==> config.mk <==
export PLATFORM = sky130hd
export DESIGN_NAME = ahb_console_master
export DESIGN_NICKNAME = d
export VERILOG_FILES = /design/src/rtl/ahb_pkg.sv /design/src/rtl/console_fifo.sv /design/src/rtl/ahb_console_master.sv
export SDC_FILE = /design/constraint.sdc
export NUM_CORES = 1
export LEC_CHECK = 0
export BUFFER_PORTS_ARGS = -buffer_cell sky130_fd_sc_hd__buf_2
export CORE_MARGIN = 1
export CORE_UTILIZATION = 64
export CTS_BUF_LIST = sky130_fd_sc_hd__clkbuf_4
export DETAILED_ROUTE_END_ITERATION = 6
export PLACE_DENSITY_LB_ADDON = 0.05
export SLEW_MARGIN = 10
export SYNTH_ARGS = -nofsm -noshare
export SYNTH_HDL_FRONTEND = slang
export SYNTH_SLANG_ARGS = --single-unit
==> constraint.sdc <==
create_clock -name HCLK -period 4.93 [get_ports HCLK]
set_input_delay 0.986 -clock HCLK [delete_from_list [all_inputs] [get_ports HCLK]]
set_output_delay 0.986 -clock HCLK [all_outputs]
set_load 0.05 [all_outputs]
==> src/rtl/ahb_pkg.sv <==
// Shared AHB-Lite encodings and the console master's bus-sequencing state type.
package ahb_pkg;

    typedef enum logic [1:0] {
        HTRANS_IDLE   = 2'b00,
        HTRANS_BUSY   = 2'b01,
        HTRANS_NONSEQ = 2'b10,
        HTRANS_SEQ    = 2'b11
    } htrans_t;

    localparam logic [2:0] HSIZE_WORD    = 3'b010;
    localparam logic [2:0] HBURST_SINGLE = 3'b000;

    // ST_ADDR_DATA overlaps the data phase of one write with the address phase of the next.
    typedef enum logic [1:0] {
        ST_IDLE,
        ST_ADDR,
        ST_DATA,
        ST_ADDR_DATA
    } state_t;

endpackage

==> src/rtl/console_fifo.sv <==
// Character FIFO with power-of-two depth; pointers wrap naturally, occupancy is registered.
module console_fifo #(
    parameter int DEPTH = 16,
    parameter int WIDTH = 8
) (
    input  logic                     i_clk,
    input  logic                     i_rstN,
    input  logic                     i_push,
    input  logic                     i_pop,
    input  logic [WIDTH-1:0]         i_wdata,
    output logic [WIDTH-1:0]         o_rdata,
    output logic [$clog2(DEPTH):0]   o_count
);

    localparam int AW = $clog2(DEPTH);

    logic [WIDTH-1:0] r_mem [DEPTH];
    logic [AW-1:0]    r_wptr;
    logic [AW-1:0]    r_rptr;
    logic [AW:0]      r_count;

    always_ff @(posedge i_clk) begin
        if (!i_rstN) begin
            r_wptr  <= '0;
            r_rptr  <= '0;
            r_count <= '0;
        end else begin
            if (i_push) r_wptr <= r_wptr + 1'b1;
            if (i_pop)  r_rptr <= r_rptr + 1'b1;
            case ({i_push, i_pop})
                2'b10:   r_count <= r_count + 1'b1;
                2'b01:   r_count <= r_count - 1'b1;
                default: r_count <= r_count;
            endcase
        end
    end

    // Storage needs no reset: only entries between the pointers are ever read.
    always_ff @(posedge i_clk) begin
        if (i_push) r_mem[r_wptr] <= i_wdata;
    end

    assign o_rdata = r_mem[r_rptr];
    assign o_count = r_count;

endmodule

==> src/rtl/ahb_console_master.sv <==
// Drains a character FIFO into single-beat AHB word writes, pipelining address and data phases.
// Optional macro AHB_CONSOLE_MASTER_CRLF_EN expands each LF into a CR,LF pair on the bus.
module ahb_console_master
    import ahb_pkg::*;
#(
    parameter logic [31:0] BASE_ADDR  = 32'h5000_0000,
    parameter int          FIFO_DEPTH = 16
) (
    input  logic                          HCLK,
    input  logic                          HRESETn,
    input  logic                          in_valid,
    input  logic [7:0]                    in_data,
    output logic                          in_ready,
    output logic [31:0]                   HADDR,
    output logic [1:0]                    HTRANS,
    output logic                          HWRITE,
    output logic [2:0]                    HSIZE,
    output logic [2:0]                    HBURST,
    output logic [31:0]                   HWDATA,
    input  logic                          HREADY,
    output logic                          busy,
    output logic [$clog2(FIFO_DEPTH):0]   fifo_count
);

    localparam int              CW         = $clog2(FIFO_DEPTH) + 1;
    localparam logic [CW-1:0]   FULL_COUNT = CW'(FIFO_DEPTH);

    state_t        r_state;
    state_t        w_nextState;
    logic          r_live;
    logic [7:0]    r_addrByte;
    logic [7:0]    r_dataByte;
    logic          w_take;
    logic          w_haveByte;
    logic [7:0]    w_nextByte;
    logic          w_pop;
    logic          w_push;
    logic [7:0]    w_head;
    logic [CW-1:0] w_count;

    // r_live keeps in_ready low while reset is held, without a combinational path from HRESETn.
    assign in_ready = r_live & (w_count < FULL_COUNT);
    assign w_push   = in_valid & in_ready;

    console_fifo #(
        .DEPTH (FIFO_DEPTH),
        .WIDTH (8)
    ) u_fifo (
        .i_clk   (HCLK),
        .i_rstN  (HRESETn),
        .i_push  (w_push),
        .i_pop   (w_pop),
        .i_wdata (in_data),
        .o_rdata (w_head),
        .o_count (w_count)
    );

`ifdef AHB_CONSOLE_MASTER_CRLF_EN
    localparam logic [7:0] CHAR_LF = 8'h0A;
    localparam logic [7:0] CHAR_CR = 8'h0D;

    // A popped LF is issued as CR first; the LF itself is replayed from this flag, not the FIFO.
    logic r_pendLf;

    assign w_haveByte = r_pendLf | (w_count != '0);
    assign w_nextByte = r_pendLf ? CHAR_LF : ((w_head == CHAR_LF) ? CHAR_CR : w_head);
    assign w_pop      = w_take & ~r_pendLf;

    always_ff @(posedge HCLK) begin
        if (!HRESETn)    r_pendLf <= 1'b0;
        else if (w_take) r_pendLf <= ~r_pendLf & (w_head == CHAR_LF);
    end
`else
    assign w_haveByte = (w_count != '0);
    assign w_nextByte = w_head;
    assign w_pop      = w_take;
`endif

    always_ff @(posedge HCLK) begin
        if (!HRESETn) begin
            r_state    <= ST_IDLE;
            r_live     <= 1'b0;
            r_addrByte <= '0;
            r_dataByte <= '0;
        end else begin
            r_state <= w_nextState;
            r_live  <= 1'b1;
            if (w_take) r_addrByte <= w_nextByte;
            if (((r_state == ST_ADDR) || (r_state == ST_ADDR_DATA)) && HREADY)
                r_dataByte <= r_addrByte;
        end
    end

    always_comb begin
        w_nextState = r_state;
        w_take      = 1'b0;
        case (r_state)
            ST_IDLE: begin
                if (w_haveByte) begin
                    w_take      = 1'b1;
                    w_nextState = ST_ADDR;
                end
            end
            ST_ADDR, ST_ADDR_DATA: begin
                if (HREADY) begin
                    if (w_haveByte) begin
                        w_take      = 1'b1;
                        w_nextState = ST_ADDR_DATA;
                    end else begin
                        w_nextState = ST_DATA;
                    end
                end
            end
            ST_DATA: begin
                if (HREADY) begin
                    if (w_haveByte) begin
                        w_take      = 1'b1;
                        w_nextState = ST_ADDR;
                    end else begin
                        w_nextState = ST_IDLE;
                    end
                end
            end
            default: w_nextState = ST_IDLE;
        endcase
    end

    always_comb begin
        HTRANS = HTRANS_IDLE;
        HWRITE = 1'b0;
        HADDR  = '0;
        HWDATA = '0;
        case (r_state)
            ST_ADDR: begin
                HTRANS = HTRANS_NONSEQ;
                HWRITE = 1'b1;
                HADDR  = BASE_ADDR;
            end
            ST_DATA: begin
                HWDATA = {24'h0, r_dataByte};
            end
            ST_ADDR_DATA: begin
                HTRANS = HTRANS_NONSEQ;
                HWRITE = 1'b1;
                HADDR  = BASE_ADDR;
                HWDATA = {24'h0, r_dataByte};
            end
            default: ;
        endcase
    end

    assign HSIZE      = HSIZE_WORD;
    assign HBURST     = HBURST_SINGLE;
    assign busy       = (r_state != ST_IDLE) | (w_count != '0);
    assign fifo_count = w_count;

endmodule
Word level (Yosys, flattened, before mapping)
Memories as Yosys holds them, arrays and structs flattened. A register that Yosys moved wholly into a read port is not among the register bits. Cells that the tools add are included.

Register bits: 24. Memory bits (writable): 128. Output and inout port bits: 80. Word-level logic and storage cells: 51. Memories kept: 1.

Add/sub/neg operators: 4. Magnitude comparators: 1. Equal/unequal tests: 8. Muxes and demuxes: 17. Bitwise logic cells: 3. Reductions and logical operators: 11.

Memories: u_fifo.r_mem (words 16, width 8, read ports 1, clocked after memory_dff 1, write ports 1, line console_fifo.sv:17) `logic [WIDTH-1:0] r_mem [DEPTH];`.

Operators with widths (number): $mux 31 (1); $pmux 5 s2 (1); $add 4x1->4 const B (2); $mux 1 (8); $mux 2 (4); $mux 8 (1); $eq 2x2->1 const B (3); $pmux 2 s3 (1); $add 5x1->5 const B (1); $lt 5x5->1 const B (1); $reduce_bool 5->1 (1); $sub 5x1->5 const B (1); $eq 2x1->1 const B (2); $ne 2x2->1 const B (2); $reduce_bool 2->1 (2); $reduce_or 2->1 (2); $reduce_and 3->1 (1); $reduce_or 3->1 (1); $and 1x1->1 (2); $logic_not 2->1 (1); $ne 2x1->1 const B (1); $pmux 1 s2 (1); $logic_and 1x1->1 (1); $logic_not 1->1 (1); 2 further kinds (2).

Longest topological paths before layout
Gate-level depths: netlist (run 1).

Word-level depth: 6. Depth in mapped cells: 13. Gate-level depth less buffers: 10.

Modules after synthesis
A second synthesis (run 1) with hierarchy kept.

Cells, all modules: 462. Area, all modules: 7129.3 sq um.

By module, submodules not included: console_fifo (times used 1, cells each 302, area each 5831.8 sq um); ahb_console_master (times used 1, cells each 160, area each 1297.5 sq um).

Least setup slack after synthesis (run 1)
Ideal clock, no wire load.

Kind: flip-flop to flip-flop. Start point: register u_fifo.r_count[1], in the netlist u_fifo.o_count[1]. End point: register u_fifo.r_count[4], in the netlist u_fifo.o_count[4]. Arrival: 2878 ps. Required time: 4804 ps. Slack: 1926 ps. Stages on the path, launching flop included: 14. Buffers on the path: 3. Period minus slack after synthesis: 3004 ps. Cell sequence: dfxtp_1 > buf_6 > or4_4 > o21ai_2 > inv_2 > buf_6 > ha_1 > buf_2 > xor2_1 > ha_1 > a211o_2 > a21oi_1 > a211o_1 > nand4_1.

Cells in the longest elaborated chain, start to end: 6. Elaborated cells between the ends (all ways): 13.

Ends and longest elaborated chain: start: declaration (line console_fifo.sv:20) `logic [AW:0] r_count;`; start signal: assignment (line console_fifo.sv:31) `2'b10: r_count <= r_count + 1'b1;`; start signal: assignment (line console_fifo.sv:32) `2'b01: r_count <= r_count - 1'b1;`; start signal: assignment (line console_fifo.sv:33) `default: r_count <= r_count;`; $reduce_bool 5->1 * (line ahb_console_master.sv:74) `assign w_haveByte = (w_count != '0);`; $mux 1 * (line ahb_console_master.sv:99, ahb_console_master.sv:106, ahb_console_master.sv:116); $mux 1 (line ahb_console_master.sv:105) `if (HREADY) begin`; $pmux 1 s2 * (line ahb_console_master.sv:97) `case (r_state)`; named net u_fifo.i_pop (line console_fifo.sv:9) `input logic i_pop,`; $eq 2x1->1 / $eq 2x2->1 (equally long branches) (line console_fifo.sv:30) `case ({i_push, i_pop})`; $pmux 5 s2 / $reduce_bool 2->1 (equally long branches).

The timed path passes the listed nets; every way through them passes the cells marked *. A chain may end at the register's enable or synchronous reset.

Worst setup path after layout (run 1)
Start point: register u_fifo.r_count[1], in the netlist u_fifo.o_count[1]. End point: register u_fifo.r_count[4], in the netlist u_fifo.o_count[4].

Cells in the longest elaborated chain, start to end: 6. Elaborated cells between the ends (all ways): 13.

Ends and longest elaborated chain: branches (longest 6 deep; another with $lt 5x5->1).

Several ways; the timed one is not identified.

==> results of run 1 <==
## power by group through the flow
stage          clock [mW]  sequential, mW  combinational [mW]
3_5_place_dp            0            1.66               0.884
2_1_floorplan           0            1.65               0.800
5_1_grt             0.868            1.64               0.957
3_3_place_gp            0            1.65               0.872
4_1_cts             0.816            1.63               0.887
6_report            0.801            1.63               0.886
## metal layers
metal  vias up  routed length [um]  global-route usage (%)
met5         -                   0                       0
met4         0                 282                    11.0
met3        22                 623                    6.20
met2       139                5920                    35.9
met1      1821                5570                    31.9
li1       1764                   -                       -
## area by class of cell
cell class	instances	area, um2	share of cell area, %
repair buffers	35	188	2.59
multi-input cells	294	2080	28.7
well taps	136	170	2.35
inverters	6	22.5	0.311
clock buffers	17	128	1.76
flip-flops and latches	160	4490	61.9
clock inverters	14	166	2.30
## worst reg2reg max path, stage by stage (launching register included)
cell and delay, ns:
dfxtp_1 0.42, or4_4 0.58, o21ai_2 0.43, inv_2 0.22, ha_1 0.37, xor2_1 0.18
ha_1 0.23, a211o_2 0.31, a21oi_1 0.20, a211o_1 0.13, nand4_1 0.07
## synth_stat cells (all sizes together), types with 4 or more instances
cell | instances | area, um2
clkbuf | 12 | 48.8
and2 | 8 | 50.1
nor2 | 25 | 93.8
nor3 | 12 | 60.1
dfxtp | 32 | 641
a22oi | 8 | 60.1
nor2b | 4 | 25.0
mux2i | 33 | 330
edfxtp | 128 | 3840
nand2 | 16 | 60.1
o22ai | 16 | 100
buf | 78 | 584
mux4 | 16 | 409
xor2 | 7 | 61.3
a21oi | 24 | 124
nand2b | 6 | 37.5
inv | 6 | 22.5
nand3 | 12 | 60.1
ha | 9 | 113
o21ai | 10 | 57.6
## worst max path at each step
stage	startpoint	endpoint	slack (ns)	cells after the start
final	u_fifo.o_count[1]$_SDFFE_PN0P_	u_fifo.o_count[4]$_SDFFE_PN0P_	1.70	10
after CTS	u_fifo.o_count[1]$_SDFFE_PN0P_	u_fifo.o_count[4]$_SDFFE_PN0P_	1.69	10
after global routing	u_fifo.o_count[1]$_SDFFE_PN0P_	u_fifo.o_count[2]$_SDFFE_PN0P_	1.53	10
after floorplan	u_fifo.o_count[1]$_SDFFE_PN0P_	u_fifo.o_count[4]$_SDFFE_PN0P_	1.93	13
after global placement	HREADY	u_fifo.o_count[4]$_SDFFE_PN0P_	1.61	11
after detailed placement	HREADY	u_fifo.o_count[4]$_SDFFE_PN0P_	1.50	11
## cells in the final DEF (no fill, tap or decap), types with 2 or more instances in the layout
master / n
ha_1: 9
bufinv_16: 3
o21ai_1: 7
nand4_1: 3
clkinvlp_4: 3
nand3_1: 12
xor2_1: 7
xnor2_1: 2
edfxtp_1: 128
conb_1: 61
buf_4: 5
nor2b_1: 4
and2_1: 8
inv_6: 2
nand2b_1: 6
mux4_1: 13
clkinv_4: 2
o211ai_1: 3
clkbuf_4: 17
nand2_1: 16
o22ai_1: 16
nor3_1: 12
nor2_1: 25
a21oi_1: 23
mux4_2: 3
mux2i_1: 33
buf_2: 30
or3b_2: 2
clkinv_2: 3
dfxtp_1: 31
inv_1: 5
or3_1: 3
o21ai_2: 2
a22oi_1: 8
## through the flow
stage               hold WS (ns)  total power [mW]
finish                     0.461              3.31
global route               0.484              3.47
CTS                        0.462              3.33
detailed placement         0.444              2.54
global placement           0.442              2.53
floorplan                  0.432              2.45
## registers in the layout, summed over array words and instances (netlist names)
| register | cells |
|---|---|
| r_dataByte | 8 |
| u_fifo.r_wptr | 4 |
| u_fifo.o_count | 5 |
| r_addrByte | 8 |
| r_live | 1 |
| r_state | 2 |
| u_fifo.r_rptr | 4 |
| u_fifo.r_mem | 128 |
## cells by family after synthesis
family | synth area share (%)
and+or+nand+nor | 7.12
adders and majority gates | 1.60
muxes | 10.5
other | 0.107
buffers and inverters | 9.75
DFF | 63.8
AOI/OAI and AO/OA | 6.00
xor gates and xnor gates | 1.12
==> metrics, run 1 <==
syn avg cell area 14.2 um2; register share of total power 49.1%; measured slew at the worst slew-check pin 1.12 ns; VDD IR max 0.289 mV; RSZ-0062 raised after global routing no; row count 37; R2R cell count 10; CTS tree yes; Distinct cells, synth 52; die width 107 um; delay-heaviest family, CP compound AO/OA/AOI/OAI gates; root buf cell clkbuf_4; Post-CTS Hold Fix Bufs 0; min Tclk post-route 3.23 ns; Slew HR 24.9%; worst skew pair latency 0.54 ns; slowest library cell on the worst path or4_4; Seq/Total Area, Yosys 63.8%; initial antenna violation count 0; Vias 3746; number of global-route vias before repair 3558; DRT Pass-1 Iters 4; filler cell count 760; final hold vios 0; CP required 5.36 ns; crit path capture type flip-flop; status completed; #FFs+latches synth 160; ratio of cells with drive above 1 in the final layout 14.8%; number of diodes 0; drt total wl 12400 um; pwr dens 458 nW/um2; Final period util 65.6%; TritonCTS Buffers 17; asr flop ratio synth 0%; postcts setup bufs 0; worst r2r dst u_fifo.o_count[4]$_SDFFE_PN0P_; Worst Path Buf+Inv 1; synth warn 0; Finished Core Util 68.9%; flop2flop setup slack 1.70 ns; overflow left after global routing 0; Design Area, Final 7240 um2; Hold Startpoint r_dataByte[3]$_SDFFE_PN0P_; crit-path max cell delay 0.58 ns; Tot GR Track Use 23.5%; Critical R2R Launch u_fifo.o_count[1]$_SDFFE_PN0P_; synthesized area 7030 um2; crit-path cells or4_4, o21ai_2, inv_2, ha_1, xor2_1, ha_1, a211o_2, a21oi_1, a211o_1, nand4_1; final slew viol count 0; # DRC 0; post-DR wirelength/cell 18.7 um; io pins 92; Switch Pwr 1.14 mW; WHS Endpoint r_dataByte[3]$_SDFFE_PN0P_; via/cell ratio 5.66; Layout area overhead 3.01%; Critical Path Fanout Max 12; Clock Sinks 160; Setup WS post-layout 1.70 ns; f_max 0.309 GHz; P_int 2.17 mW; initial DRC count 236; synthesized instance count 494; nets@finish 535; Post-synth top flop edfxtp_1; ANT nets after route 0; CP arrival 3.67 ns; Final GP Congestion 0.821; switching share of power 34.4%; power share of the combinational group 26.7%; CTS max path bufs 2; Die Height 107 um; Critical Path Most Common Cell ha_1; Final Setup Violations 0; Min-Delay Path Class flip-flop to flip-flop; Setup CP Type flip-flop to flip-flop; hold path cells 2; Placement Cell Area 6950 um2; clock share of power 24.2%; HPWL Detailed 8010 um; max-cap check violation count 0; Reg clk slew, reported paths 0.13 ns; first-pass GRT wire length 19000 um; htree depth 4; dpl cells 631; largest net degree at the start of global routing 33; fin cells 662; Starting Density 66.9%; Post-synth EDFFs 128; die area 11400 um2; Critical Path Start Type flip-flop; IO Port Bufs 30; leakage power 2.49 nW; CORE AREA 10500 um2; Fin Setup TNS 0 ns; worst slack at placement 1.50 ns; number of gates resized after cts 0; Final Skew 0.0171 ns
No activity file was read; power rests on OpenSTA's default activity.
==> inputs of run 2 (changes only) <==
--- a/config.mk
+++ b/config.mk
@@ -5,9 +5,10 @@
 export SDC_FILE = /design/constraint.sdc
 export NUM_CORES = 1
 export LEC_CHECK = 0
+export ABC_AREA = 1
 export BUFFER_PORTS_ARGS = -buffer_cell sky130_fd_sc_hd__buf_2
 export CORE_MARGIN = 1
-export CORE_UTILIZATION = 64
+export CORE_UTILIZATION = 54
 export CTS_BUF_LIST = sky130_fd_sc_hd__clkbuf_4
 export DETAILED_ROUTE_END_ITERATION = 6
 export PLACE_DENSITY_LB_ADDON = 0.05
==> constraint.sdc (replaced) <==
create_clock -name HCLK -period 2.7 [get_ports HCLK]
set_input_delay 0.54 -clock HCLK [delete_from_list [all_inputs] [get_ports HCLK]]
set_output_delay 0.54 -clock HCLK [all_outputs]
set_load 0.05 [all_outputs]
==> metrics, run 2 <==
status completed; # DRC 0; Synth top area share 51.3%; IO Port Bufs 30; delay-heaviest family, CP adder cells; f_max 0.444 GHz; CORE AREA 13400 um2; Vias 4976; DRT Pass-1 Iters 5; Final Setup Violations 0; cells taking the most area after synthesis edfxtp_1, nand2_1, dfxtp_1; ratio of cells with drive above 1 in the final layout 13.6%; first-pass GRT wire length 23800 um; TritonCTS Buffers 17; ANT nets after route 0; Die Height 120 um; synthesized area 7500 um2; Largest Register u_fifo.r_mem; nets@finish 853; HPWL Detailed 9670 um; most frequent cells in the layout nand2_1, edfxtp_1, nand3_1, inv_1, conb_1; crit path capture type flip-flop; die area 14400 um2; synthesized instance count 802; Critical Path Most Common Cell nand2_1; Layout area overhead 4.90%; Finished Core Util 58.7%; Setup CP Type flip-flop to flip-flop; Clock Sinks 160; number of gates resized after cts 0; Reg clk slew, reported paths 0.13 ns; Final GP Congestion 0.876; most numerous cell in the Yosys netlist nand2_1; worst r2r dst u_fifo.o_count[4]$_SDFFE_PN0P_; slowest library cell on the worst path dfxtp_1; initial DRC count 352; final slew viol count 0; R2R cell count 14; Post-synth EDFFs 128; via/cell ratio 4.87; mux contribution to synthesized area 0%; post-DR wirelength/cell 14.6 um; number of global-route vias before repair 4667; P_int 4.15 mW; RSZ-0062 raised after global routing no; Slew HR 50.9%; Synth Area in Adders 1.50%; synth cell count leaders nand2_1, edfxtp_1, nand3_1; switching share of power 39.6%; initial antenna violation count 1; CP required 3.18 ns; hold path cells 1; Post-CTS Hold Fix Bufs 0; Fin Setup TNS 0 ns; measured slew at the worst slew-check pin 0.734 ns; worst setup path startpoint r_state[1]$_SDFFE_PN0P_; synth warn 0; Critical Path Start Type flip-flop; asr flop ratio synth 0%; max-cap check violation count 0; Min-Delay Path Class primary input to flip-flop; crit-path max cell delay 0.52 ns; worst slack at placement 0.386 ns; pwr dens 873 nW/um2; row count 42; CTS max path bufs 2; #FFs+latches synth 160; Tot GR Track Use 22.5%; min Tclk post-route 2.25 ns; max FFs per register 128; Largest regs u_fifo.r_mem x128, r_addrByte x8, r_dataByte x8; Worst Path Buf+Inv 3; Critical R2R Launch r_state[1]$_SDFFE_PN0P_; largest net degree at the start of global routing 67; Synth Area in Compound Gates 1.97%; worst skew pair latency 0.54 ns; power share of the combinational group 36.0%; flop2flop setup slack 0.45 ns; register share of total power 43.1%; Switch Pwr 2.72 mW; largest family of logic cells by synthesized area simple AND/OR/NAND/NOR gates; syn avg cell area 9.35 um2; Critical Path Fanout Max 10; Hold Startpoint HRESETn; die width 120 um; Setup WS post-layout 0.447 ns; io pins 92; filler cell count 1219; Post-synth top flop edfxtp_1; postcts setup bufs 0; Final Skew 0.0120 ns; Post-Synth XOR/XNOR Area 0.584%; VDD IR max 0.541 mV; simple-gate area share of the yosys netlist 22.1%; drt total wl 14900 um; WHS Endpoint r_live$_DFF_P_; overflow left after global routing 0; htree depth 4; root buf cell clkbuf_4; CTS tree yes; Distinct cells, synth 30; CP arrival 2.73 ns; commonest non-fill, non-tap cell in the layout nand2_1; post-synth top area cell edfxtp_1; Seq/Total Area, Yosys 59.8%; clock share of power 20.9%; Final period util 83.4%; crit-path cells or2_4, nand2_4, nand2_4, clkinv_2, ha_1, ha_1, inv_1, o21bai_1, inv_2, nand2_1, nand2_1, nand2_1, nand2_1, a21oi_1; leakage power 3.52 nW; final hold vios 0; Starting Density 56.0%
[run 2: changes by cell type after synthesis, moves of 16 or more]
cell / before / now
nand2_1: 16 / 242
mux2i_1: 33 / 0
nor2_1: 25 / 51
inv_1: 5 / 63
nand3_1: 12 / 95
o22ai_1: 16 / 0
inv_2: 1 / 30
[run 2: routing by layer]
metal	share of wire [%]	track usage [%]	vias to the layer above
met5	0	0	-
li1	-	-	2493
met4	2.7	10.9	0
met1	44	28.5	2302
met3	3.8	4.13	29
met2	49	37.2	152
[run 2: worst max path at each step]
stage / endpoint / slack (ns) / cells past startpoint
after global routing: u_fifo.o_count[4]$_SDFFE_PN0P_ / 0.18 / 15
after CTS: busy / 0.42 / 3
final: u_fifo.o_count[4]$_SDFFE_PN0P_ / 0.45 / 14
after floorplan: u_fifo.o_count[4]$_SDFFE_PN0P_ / 0.16 / 13
after global placement: u_fifo.o_count[4]$_SDFFE_PN0P_ / 0.48 / 16
after detailed placement: u_fifo.o_count[4]$_SDFFE_PN0P_ / 0.39 / 15
[run 2: layout make-up]
class,count,area [um2],area share [%]
sequential,160,4490,57.0
inverter,104,392,4.98
antenna,1,2.50,0.0318
timing repair buffer,47,290,3.69
clock buffer,19,143,1.81
clock inverter,13,145,1.84
tap,176,220,2.80
multi-input combinational,502,2190,27.8
[run 2: logic make-up (layout without fill, tap and decap cells)]
logic type | count (synthesis) | after routing
simple gates | 399 | 399
buf+inv | 199 | 183
flops | 160 | 160
compound gates | 28 | 28
fa+ha+maj | 9 | 9
xor+xnor | 5 | 5
other cells | 2 | 62
[run 2: worst register-to-register path, stage by stage, from the launching register on]
cell and delay, ns:
dfxtp_1 0.52, or2_4 0.20, nand2_4 0.05, nand2_4 0.10
clkinv_2 0.06, ha_1 0.28, ha_1 0.38, inv_1 0.07
o21bai_1 0.17, inv_2 0.06, nand2_1 0.06, nand2_1 0.05
nand2_1 0.06, nand2_1 0.04, a21oi_1 0.11
[run 2: power by group through the flow]
stage                     registers (mW)  logic (mW)  clock network (mW)
after floorplan                     3.05        2.01                   0
after global placement              3.01        2.42                   0
after detailed placement            3.02        2.46                   0
after CTS                           2.96        2.48                1.46
after global routing                2.99        2.75                1.56
final                               2.96        2.47                1.44
[run 2: per-stage QoR]
| step | hold slack [ns] | total power [mW] | area [um2] | cells |
|---|---|---|---|---|
| CTS | 0.232 | 6.90 | 7870 | 1021 |
| detailed placement | 0.473 | 5.48 | 7580 | 989 |
| global placement | 0.470 | 5.43 | 7580 | 989 |
| global route | 0.236 | 7.31 | 7870 | 1022 |
| floorplan | 0.455 | 5.06 | 7720 | 861 |
| finish | 0.282 | 6.87 | 7870 | 1022 |
==> inputs of run 3 (changes only) <==
--- a/config.mk
+++ b/config.mk
@@ -5,7 +5,7 @@
 export SDC_FILE = /design/constraint.sdc
 export NUM_CORES = 1
 export LEC_CHECK = 0
-export ABC_AREA = 1
+export ABC_AREA = 0
 export BUFFER_PORTS_ARGS = -buffer_cell sky130_fd_sc_hd__buf_2
 export CORE_MARGIN = 1
 export CORE_UTILIZATION = 54
==> constraint.sdc (replaced) <==
create_clock -name HCLK -period 1.8 [get_ports HCLK]
set_input_delay 0.36 -clock HCLK [delete_from_list [all_inputs] [get_ports HCLK]]
set_output_delay 0.36 -clock HCLK [all_outputs]
set_load 0.05 [all_outputs]
==> metrics, run 3 (synthesized netlist as in run 1, its figures left out) <==
number of global-route vias before repair 3704; CP arrival 2.17 ns; ANT nets after route 0; Tot GR Track Use 21.6%; Setup CP Type flip-flop to output port; Largest Register u_fifo.r_mem; initial antenna violation count 0; root buf cell clkbuf_4; via/cell ratio 5.26; initial DRC count 316; nets@finish 581; most frequent cells in the layout edfxtp_1, conb_1, buf_4, mux2i_1, dfxtp_1; Die Height 116 um; Starting Density 55.5%; leakage power 2.82 nW; die area 13500 um2; failing checks setup timing; commonest non-fill, non-tap cell in the layout edfxtp_1; Reg area 4500 um2; min Tclk post-route 2.53 ns; f_max 0.395 GHz; CP required 1.44 ns; die width 116 um; status complete, but fails checks; Reg clk slew, reported paths 0.14 ns; number of diodes 0; Layout area overhead 15.0%; Final Setup Violations 7; Post-CTS Hold Fix Bufs 0; io pins 92; CORE AREA 12700 um2; IO Port Bufs 30; Critical Path Fanout Max 2; ratio of cells with drive above 1 in the final layout 27.9%; worst skew pair latency 0.57 ns; overflow left after global routing 0; htree depth 4; Critical Path Most Common Cell or4_4; VDD IR max 0.996 mV; Final Skew 0.0228 ns; final slew viol count 0; Fin Setup TNS -3.49 ns; max-cap check violation count 0; post-DR wirelength/cell 18.0 um; Setup WS post-layout -0.729 ns; slowest library cell on the worst path or4_4; first-pass GRT wire length 20400 um; TritonCTS Buffers 17; Min-Delay Path Class primary input to flip-flop; final hold vios 0; CTS tree yes; Largest regs u_fifo.r_mem x128, r_addrByte x8, r_dataByte x8; crit path capture type output port; drt total wl 13400 um; Placement Cell Area 7520 um2; Vias 3919; multi-input logic area 2260 um2; Final GP Congestion 0.849; CTS max path bufs 2; row count 41; Critical Path Start Type flip-flop; max FFs per register 128; DRT Pass-1 Iters 4; crit-path cells or4_4, buf_6, or4_4, buf_8; pwr dens 1260 nW/um2; Final period util 140%; # DRC 0; total power 10.2 mW; Design Area, Final 8090 um2; HPWL Detailed 8740 um; filler cell count 942; RSZ-0062 raised after global routing yes; Clock Sinks 160; crit-path max cell delay 0.54 ns; largest net degree at the start of global routing 34
==> run 3: changes by cell type in the layout (fill, tap and decap cells not counted), moves of 24 or more <==
cell / before / now
nand2_1: 242 / 15
nand3_1: 95 / 12
inv_1: 63 / 5
mux2i_1: 0 / 33
nor2_1: 51 / 19
inv_2: 30 / 1
buf_4: 16 / 40
==> run 3: metal layers <==
layer	track usage [%]	wire length, um
met1	29.2	5850
met2	33.6	6500
met3	5.66	795
met4	8.38	238
met5	0	0
==> run 3: area by class of cell <==
type	instances	share of cell area, %
flip-flops and latches	160	55.6
multi-input cells	294	28.0
repair buffers	81	9.48
well taps	172	2.66
clock inverters	15	2.40
clock buffers	17	1.58
inverters	6	0.278
==> run 3: report_power, final <==
part / leakage [nW] / internal [mW] / switching (mW)
clock network: 0.159 / 1.09 / 1.24
registers: 1.42 / 4.21 / 0.147
logic: 1.25 / 1.47 / 2.05
total: 2.82 / 6.77 / 3.43
==> run 3: worst paths after layout <==
| kind | depth (start not counted) | to | slack, ns | from |
|---|---|---|---|---|
| worst max register to register | 11 | u_fifo.o_count[4]$_SDFFE_PN0P_ | -0.72 | u_fifo.o_count[0]$_SDFFE_PN0P_ |
| worst min register to register | 2 | r_dataByte[6]$_SDFFE_PN0P_ | 0.46 | r_dataByte[6]$_SDFFE_PN0P_ |
| worst min-delay path | 3 | u_fifo.o_count[0]$_SDFFE_PN0P_ | 0.12 | HRESETn |
| worst max-delay path | 4 | busy | -0.73 | u_fifo.o_count[0]$_SDFFE_PN0P_ |
==> run 3: per-stage QoR <==
stage | utilization, % | hold WS, ns | cells | worst slack [ns]
final | 63.8 | 0.124 | 745 | -0.729
after global routing | 63.8 | 0.0959 | 745 | -0.813
after CTS | 62.9 | 0.0636 | 746 | -0.787
after detailed placement | 59.3 | 0.442 | 711 | -0.657
after global placement | 59.3 | 0.441 | 711 | -0.514
after floorplan | - | 0.388 | 553 | -0.916
==> run 3: critical path, delay by kind of cell, from the launching register on <==
kind	cells	cell delay [ns]
buffers and inverters	2	0.30
AND/OR/NAND/NOR	2	0.96
flip-flops	1	0.34
==> run 3: repair_timing <==
action / CTS / global route
buffers inserted: 3 / 1
gates resized for setup: 29 / 36
setup endpoints to repair: 16 / 35
pin swaps: 2 / 7
